--- src/rtl/phmm_ctrl_pkg.sv ---
// Shared types and helpers for the Pair-HMM systolic array controller.
package phmm_ctrl_pkg;

  localparam int unsigned NUM_PE_DEFAULT = 8;
  localparam int unsigned LEN_W_DEFAULT  = 8;

  typedef enum logic [1:0] {
    ST_IDLE    = 2'd0,
    ST_COMPUTE = 2'd1,
    ST_ADVANCE = 2'd2,
    ST_FINISH  = 2'd3
  } ctrl_state_e;

  function automatic logic cfg_legal(input int unsigned read_len,
                                     input int unsigned hap_len,
                                     input int unsigned num_pe,
                                     input int unsigned len_w);
    return (read_len >= 32'd1) && (read_len <= num_pe) &&
           (hap_len >= 32'd1) && (hap_len < (32'd1 << len_w));
  endfunction

endpackage

--- src/rtl/wavefront_mask.sv ---
// Diagonal wavefront enable and first-column traceback select for each PE.
module wavefront_mask #(
  parameter int unsigned NUM_PE = 8,
  parameter int unsigned LEN_W  = 8,
  parameter int unsigned RL_W   = $clog2(NUM_PE + 1)
) (
  input  logic              active_i,
  input  logic [LEN_W:0]    step_i,
  input  logic [RL_W-1:0]   read_len_i,
  input  logic [LEN_W-1:0]  hap_len_i,
  output logic [NUM_PE-1:0] enable_o,
  output logic [NUM_PE-1:0] tb_special_o
);

  int unsigned s;
  int unsigned rl;
  int unsigned hl;

  always_comb begin
    enable_o     = '0;
    tb_special_o = '0;
    s  = 32'(step_i);
    rl = 32'(read_len_i);
    hl = 32'(hap_len_i);
    for (int unsigned i = 0; i < NUM_PE; i++) begin
      if (active_i && (i < rl) && (s >= i) && ((s - i) < hl)) begin
        enable_o[i]     = 1'b1;
        tb_special_o[i] = (s == i);
      end
    end
  end

endmodule

--- src/rtl/systolic_array_ctrl.sv ---
// Wavefront scheduler: steps the diagonal across the PE array, one advance per step.
module systolic_array_ctrl
  import phmm_ctrl_pkg::*;
#(
  parameter int unsigned NUM_PE = NUM_PE_DEFAULT,
  parameter int unsigned LEN_W  = LEN_W_DEFAULT
) (
  input  logic                         clk,
  input  logic                         reset,
  input  logic                         start,
  input  logic [$clog2(NUM_PE+1)-1:0]  read_len,
  input  logic [LEN_W-1:0]             hap_len,
  input  logic [NUM_PE-1:0]            pe_done,
  output logic [NUM_PE-1:0]            pe_enable,
  output logic [NUM_PE-1:0]            pe_set_tb_special,
  output logic                         pe_advance,
  output logic [LEN_W-1:0]             hap_idx,
  output logic                         busy,
  output logic                         col_valid,
  output logic [LEN_W-1:0]             col_idx,
  output logic                         job_done,
  output logic                         cfg_err
);

  localparam int unsigned RL_W = $clog2(NUM_PE + 1);
  localparam int unsigned SW   = LEN_W + 1;

  ctrl_state_e      state_q, state_d;
  logic [SW-1:0]    step_q, step_d;
  logic [RL_W-1:0]  read_len_q, read_len_d;
  logic [LEN_W-1:0] hap_len_q, hap_len_d;
  logic             col_valid_q, col_valid_d;
  logic [LEN_W-1:0] col_idx_q, col_idx_d;
  logic             cfg_err_q, cfg_err_d;

  logic          active;
  logic [SW-1:0] rl_ext, hl_ext, rl_m1, total_m1, col_ext;
  logic          last_step, last_pe_on, all_done, legal;

  assign active = (state_q == ST_COMPUTE) || (state_q == ST_ADVANCE);

  wavefront_mask #(
    .NUM_PE (NUM_PE),
    .LEN_W  (LEN_W),
    .RL_W   (RL_W)
  ) u_mask (
    .active_i     (active),
    .step_i       (step_q),
    .read_len_i   (read_len_q),
    .hap_len_i    (hap_len_q),
    .enable_o     (pe_enable),
    .tb_special_o (pe_set_tb_special)
  );

  // Last active PE column = step - (read_len-1); valid while inside the haplotype.
  assign rl_ext     = SW'(read_len_q);
  assign hl_ext     = {1'b0, hap_len_q};
  assign rl_m1      = rl_ext - SW'(1);
  assign total_m1   = rl_ext + hl_ext - SW'(2);
  assign col_ext    = step_q - rl_m1;
  assign last_step  = (step_q == total_m1);
  assign last_pe_on = (step_q >= rl_m1) && (col_ext < hl_ext);
  assign all_done   = &(pe_done | ~pe_enable);
  assign legal      = cfg_legal(32'(read_len), 32'(hap_len), NUM_PE, LEN_W);

  always_comb begin
    state_d     = state_q;
    step_d      = step_q;
    read_len_d  = read_len_q;
    hap_len_d   = hap_len_q;
    col_valid_d = 1'b0;
    col_idx_d   = col_idx_q;
    cfg_err_d   = 1'b0;
    case (state_q)
      ST_IDLE: begin
        if (start) begin
          if (legal) begin
            read_len_d = read_len;
            hap_len_d  = hap_len;
            step_d     = '0;
            state_d    = ST_COMPUTE;
          end else begin
            cfg_err_d = 1'b1;
          end
        end
      end
      ST_COMPUTE: begin
        if (all_done) state_d = ST_ADVANCE;
      end
      ST_ADVANCE: begin
        if (last_pe_on) begin
          col_valid_d = 1'b1;
          col_idx_d   = col_ext[LEN_W-1:0];
        end
        if (last_step) begin
          state_d = ST_FINISH;
        end else begin
          step_d  = step_q + SW'(1);
          state_d = ST_COMPUTE;
        end
      end
      ST_FINISH: state_d = ST_IDLE;
      default:   state_d = ST_IDLE;
    endcase
  end

  always_ff @(posedge clk) begin
    if (reset) begin
      state_q     <= ST_IDLE;
      step_q      <= '0;
      read_len_q  <= '0;
      hap_len_q   <= '0;
      col_valid_q <= 1'b0;
      col_idx_q   <= '0;
      cfg_err_q   <= 1'b0;
    end else begin
      state_q     <= state_d;
      step_q      <= step_d;
      read_len_q  <= read_len_d;
      hap_len_q   <= hap_len_d;
      col_valid_q <= col_valid_d;
      col_idx_q   <= col_idx_d;
      cfg_err_q   <= cfg_err_d;
    end
  end

  assign pe_advance = (state_q == ST_ADVANCE);
  assign busy       = (state_q != ST_IDLE);
  assign job_done   = (state_q == ST_FINISH);
  assign hap_idx    = (active && (step_q < hl_ext)) ? step_q[LEN_W-1:0] : '0;
  assign col_valid  = col_valid_q;
  assign col_idx    = col_idx_q;
  assign cfg_err    = cfg_err_q;

endmodule

--- config.mk ---
export PLATFORM = sky130hd
export DESIGN_NAME = systolic_array_ctrl
export DESIGN_NICKNAME = d
export VERILOG_FILES = /design/src/rtl/phmm_ctrl_pkg.sv /design/src/rtl/wavefront_mask.sv /design/src/rtl/systolic_array_ctrl.sv
export SDC_FILE = /design/constraint.sdc
export NUM_CORES = 1
export LEC_CHECK = 0
export CAP_MARGIN = 5
export CORE_MARGIN = 4
export CORE_UTILIZATION = 50
export DETAILED_ROUTE_END_ITERATION = 10
export PLACE_DENSITY = 0.73
export SKIP_LAST_GASP = 1
export SYNTH_ARGS = -nofsm -noshare
export SYNTH_HDL_FRONTEND = slang
export SYNTH_SLANG_ARGS = --single-unit
--- constraint.sdc ---
create_clock -name clk -period 7.1 [get_ports clk]
set_input_delay 1.065 -clock clk [delete_from_list [all_inputs] [get_ports clk]]
set_output_delay 1.065 -clock clk [all_outputs]
set_load 0.02 [all_outputs]
======== Word-level counts from Yosys, hierarchy flattened ========
Cells that the tools add are included.
storage, ports and cells
  bits in registers ....................... 33
  logic and storage cells ................. 135
operators by class
  $add $sub $neg .......................... 12
  magnitude comparators ................... 29
  equality and inequality tests ........... 15
  multiplexer cells ....................... 28
  bitwise gates (word level) .............. 5
  reductions and logical operators ........ 39
operator list
  operator                count
  $lt A32 B8 Y1           7
  $sub A9 B3 Y10 const B  4
  $eq A9 B3 Y1 const B    4
  $ge A9 B3 Y1 const B    4
  $logic_and A1 B1 Y1     27
  $lt A9 B8 Y1            3
  $mux W9                 3
  $sub A9 B2 Y10 const B  2
  $eq A9 B2 Y1 const B    2
  $ge A9 B2 Y1 const B    2
  $mux W1                 18
  $pmux W9 S2             1
  $lt A3 B4 Y1 const A    4
  $sub A9 B1 Y10 const B  1
  $add A4 B8 Y9           1
  $add A9 B1 Y9 const B   1
  $eq A9 B1 Y1 const B    1
  $eq A9 B9 Y1            1
  $ge A9 B1 Y1 const B    1
  $ge A9 B9 Y1            1
  $logic_not A9 Y1        1
  $sub A9 B2 Y9 const B   1
  $sub A9 B9 Y9           1
  $ge A8 B1 Y1 const B    1
  other kinds (23)        36

======== Logic depth before layout (Yosys ltp) ========
  depth in word-level cells ............... 11
  depth in mapped cells ................... 16

======== Hierarchy ========
From an unflattened synthesis, not the netlist that was laid out.
unflattened totals
  cells, all modules ...................... 667
  area total of the unflattened synthesis .. 5,338.9 um^2
modules (own cells, without submodules)
  module               times used  cells an instance  area an instance (um^2)
  systolic_array_ctrl  1           347                2,911.5
  wavefront_mask       1           320                2,427.3

======== Least setup slack after synthesis ========
No wires, ideal clock.
  path kind ............................... register -> output
  from .................................... register step_q[1]
  to ...................................... output pe_set_tb_special[1]
  data arrival time ....................... 3,598 ps
  required time ........................... 6,035 ps
  setup slack ............................. 2,437 ps
  cell stages (with the launch flop) ...... 13
  buffers on the path ..................... 1
  cell sequence ........................... dfxtp_1 -> clkbuf_1 -> inv_1 -> ha_1 -> a21boi_0 -> nand2_1 -> xnor2_1 -> ha_1 -> nand4_1 -> nor2_1 -> a21oi_1 -> nor4b_1 -> and4_1
between the ends
  cells in the longest elaborated chain, start to end .. 4
RTL lines
  item                                                  line                        RTL
  start, declared                                       systolic_array_ctrl.sv:29   logic [SW-1:0] step_q, step_d;
  start signal, assigned                                systolic_array_ctrl.sv:118  step_q <= step_d;
  $sub A9 B1 Y10 or $ge A9 B1 Y1 (tied branches)        wavefront_mask.sv:26        if (active_i && (i < rl) && (s >= i) && ((s - i) < hl)) begin
  $lt A32 B8 Y1 or $logic_and A1 B1 Y1 (tied branches)  wavefront_mask.sv:26
  $logic_and A1 B1 Y1                                   wavefront_mask.sv:26
  $mux W1 *                                             wavefront_mask.sv:26
  end, declared                                         systolic_array_ctrl.sv:15   output logic [NUM_PE-1:0] pe_set_tb_special,
Every way passes the cells marked *; elsewhere a longest branch is shown, timed or not.

======== Worst setup path in the final report ========
  from .................................... register step_q[2]
  to ...................................... output pe_set_tb_special[3]
between the ends
  cells in the longest elaborated chain, start to end .. 4
RTL lines
  item                                                  line
  $sub A9 B2 Y10 or $ge A9 B2 Y1 (tied branches)        wavefront_mask.sv:26
  $lt A32 B8 Y1 or $logic_and A1 B1 Y1 (tied branches)  wavefront_mask.sv:26
  $logic_and A1 B1 Y1                                   wavefront_mask.sv:26
  $mux W1 *                                             wavefront_mask.sv:26
Marked as above.

==> results.py <==
metrics = {
    "status": {
        "run_status": "finished clean",
    },
    "placement": {
        "portBuffers": 59,
        "place_congestion": 0.977,
        "post-dp-hpwl_mm": 11.9,
    },
    "yosys": {
        "synth-warning-count": 0,
        "synth_flop_cell": "dfxtp_1",
        "synth_area_leaders": "ha_1 (26%), dfxtp_1 (13%), xnor2_1 (6.7%)",
        "synth_largest_area_cell": "ha_1",
        "synth_seq_cells": 33,
        "synth_edf_count": 0,
        "netlist_instances": 627,
        "yosysMostFrequentCell": "ha_1",
        "yosysSeqAreaShare_pct": 13.3,
        "syn_nets": 754,
        "synthesis.area_mm2": 0.00498,
        "synthTopCellsByCount": "ha_1 (102), inv_1 (49), nor2_1 (44), a21oi_1 (43), nand2_1 (40)",
        "netlist.area_leader.share_pct": 25.6,
        "asyncSetResetFlopFracSynth_pct": 0,
        "syn_area_per_cell_um2": 7.95,
        "ys_types": 70,
    },
    "timing": {
        "setup_viol": 0,
        "finalCriticalPeriod_ps": 5540,
        "holdWs_ps": 498,
        "tightest_slew_ps": 832,
        "tns_ps": 0,
        "slew_violations": 0,
        "rsz0062_at_grt": "no",
        "finClkSkew_ps": 2.61,
        "hold_viol": 0,
        "fin_crit_sh_pct": 78.0,
        "slew_headroom_pct": 44.2,
        "fmax_ghz": 0.181,
    },
    "global_routing": {
        "antenna_found_initial": 0,
        "grt_pass1_wl_mm": 25.4,
        "grt_pass1_vias": 4879,
        "grt_start_max_net_pins": 30,
        "overflow": 0,
        "track_usage_pct": 27.7,
    },
    "power_and_ir_drop": {
        "power_frac_seq_pct": 26.4,
        "p_int_uw": 477,
        "p_sw_share_pct": 40.2,
        "p_switching_uw": 320,
        "power_frac_comb_pct": 50.4,
        "p_per_area_mw_per_mm2": 138,
        "pwr-share-clk_pct": 23.2,
        "leakagePower_uw": 0.00244,
        "vdd_drop_max_v": 0.000145,
    },
    "finish": {
        "nets": 798,
        "drive_above_1_share_pct": 3.87,
        "syn2layout_area_growth_pct": 16.2,
        "n_antenna_cell": 0,
    },
    "clocking": {
        "path_clk_slew_ps": 70,
        "cts_buffers": 5,
        "post-cts-setup-buffers": 0,
        "clockBufferDepth": 2,
        "ctsResizeCount": 0,
        "cts_tree": "yes",
        "clk_latency_ps": 280,
        "cts_hold_buf": 0,
        "clockRootBuffer": "clkbuf_8",
        "ctsHtreeMaxLevel": 2,
        "cts_sinks": 33,
    },
    "floorplan": {
        "die_h_um": 108,
        "design.core.area_mm2": 0.00973,
        "die_area_mm2": 0.0116,
        "ios": 60,
        "rows": 36,
        "start_util_pct": 51.2,
        "die_w_um": 108,
    },
    "route": {
        "vias": 4821,
        "wl_per_cell_um": 19.5,
        "viasPerCell": 5.99,
        "ant_nets": 0,
        "wirelength_mm": 15.7,
        "drc": 0,
        "drtIter0Drc": 317,
        "first_pass_iters": 4,
    },
    "critical_path": {
        "critPathKind": "flop to primary output",
        "cp.arrival_ps": 4470,
        "cp.required_ps": 6030,
        "startpoint_type": "flop",
        "worst-path-max-fanout": 18,
        "worstSetupEndpointType": "primary output",
    },
    "job": {
        "maxCapViolations": 0,
    },
    "hold_path": {
        "min_path_type": "flop to flop",
    },
}
-- cells by family after synthesis --
family                     count (synthesis)  synth area share [%]
AOI/OAI and AO/OA                        124                  17.1
DFF                                       33                  13.3
and+or+nand+nor                          209                  22.8
xor gates and xnor gates                  59                  10.4
muxes                                     18                  3.62
adders and majority gates                104                  26.4
buffers and inverters                     80                  6.43
-- power by group through the flow --
stage                     sequential [uW]  clock [uW]  combinational [uW]
final                                 211         185                 402
after global routing                  212         196                 450
after CTS                             210         189                 399
after detailed placement              214           0                 395
after global placement                213           0                 385
after floorplan                       207           0                 285
-- critical path, stage by stage, from the launching register on --
cell	delay, ps
dfxtp_1	850
inv_1	320
ha_1	300
a21oi_1	230
nand2_1	120
nor3_1	200
xor2_1	180
ha_1	260
and4_1	230
a221o_1	340
a21oi_1	110
nand4b_1	160
nor4_1	220
clkdlybuf4s50_1	670
-- metrics by stage --
step / worst slack (ps) / total power [uW] / instances / cell area [um2] / util, %
2_1_floorplan: 2440 / 492 / 627 / 4980 / -
3_3_place_gp: 2020 / 598 / 797 / 5670 / 58.3
3_5_place_dp: 1930 / 610 / 797 / 5670 / 58.3
4_1_cts: 1610 / 798 / 805 / 5790 / 59.5
5_1_grt: 1210 / 857 / 805 / 5790 / 59.5
6_report: 1560 / 797 / 805 / 5790 / 59.5
-- path summary, 6_finish.rpt --
path | from | to | slack [ps] | cells past startpoint
min | col_idx[2] | col_idx[2] | 500 | 2
max reg2reg | step_q[2] | state_q[1] | 2910 | 15
min reg2reg | col_idx[2] | col_idx[2] | 500 | 2
max | step_q[2] | pe_set_tb_special[3] | 1560 | 13
-- layout make-up --
| type | count | area, um2 |
|---|---|---|
| Sequential cell | 33 | 661 |
| Clock inverter | 1 | 30.0 |
| Timing Repair Buffer | 67 | 651 |
| Tap cell | 133 | 166 |
| Fill cell | 907 | 3940 |
| Multi-Input combinational cell | 514 | 4010 |
| Inverter | 50 | 188 |
| Clock buffer | 7 | 86.3 |
-- state kept, by name, indices dropped and copies added (netlist names) --
register,flops
col_idx,8
step_q,9
cfg_err,1
hap_len_q,8
state_q,2
col_valid,1
read_len_q,4
-- cell usage in the layout, fill, tap and decap left out, types with 10 or more instances in the layout --
master	n
xor2_1	21
dfxtp_1	33
inv_1	49
xnor2_1	38
nor2b_1	11
ha_1	102
nand3_1	22
and2_1	12
nand2_1	40
clkdlybuf4s50_1	59
nor3_1	16
o21ai_0	16
a21oi_1	43
a211oi_1	10
nor2_1	44
mux2i_1	18
-- layer usage --
layer | global-route usage, % | vias up | share of wire [%]
met5 | 0 | - | 0
met4 | 12.3 | 0 | 3.9
met3 | 3.24 | 45 | 7.0
met2 | 46.8 | 196 | 46
met1 | 35.1 | 2246 | 43
li1 | - | 2334 | -
Note: power is estimated with default switching activity, not from simulation.
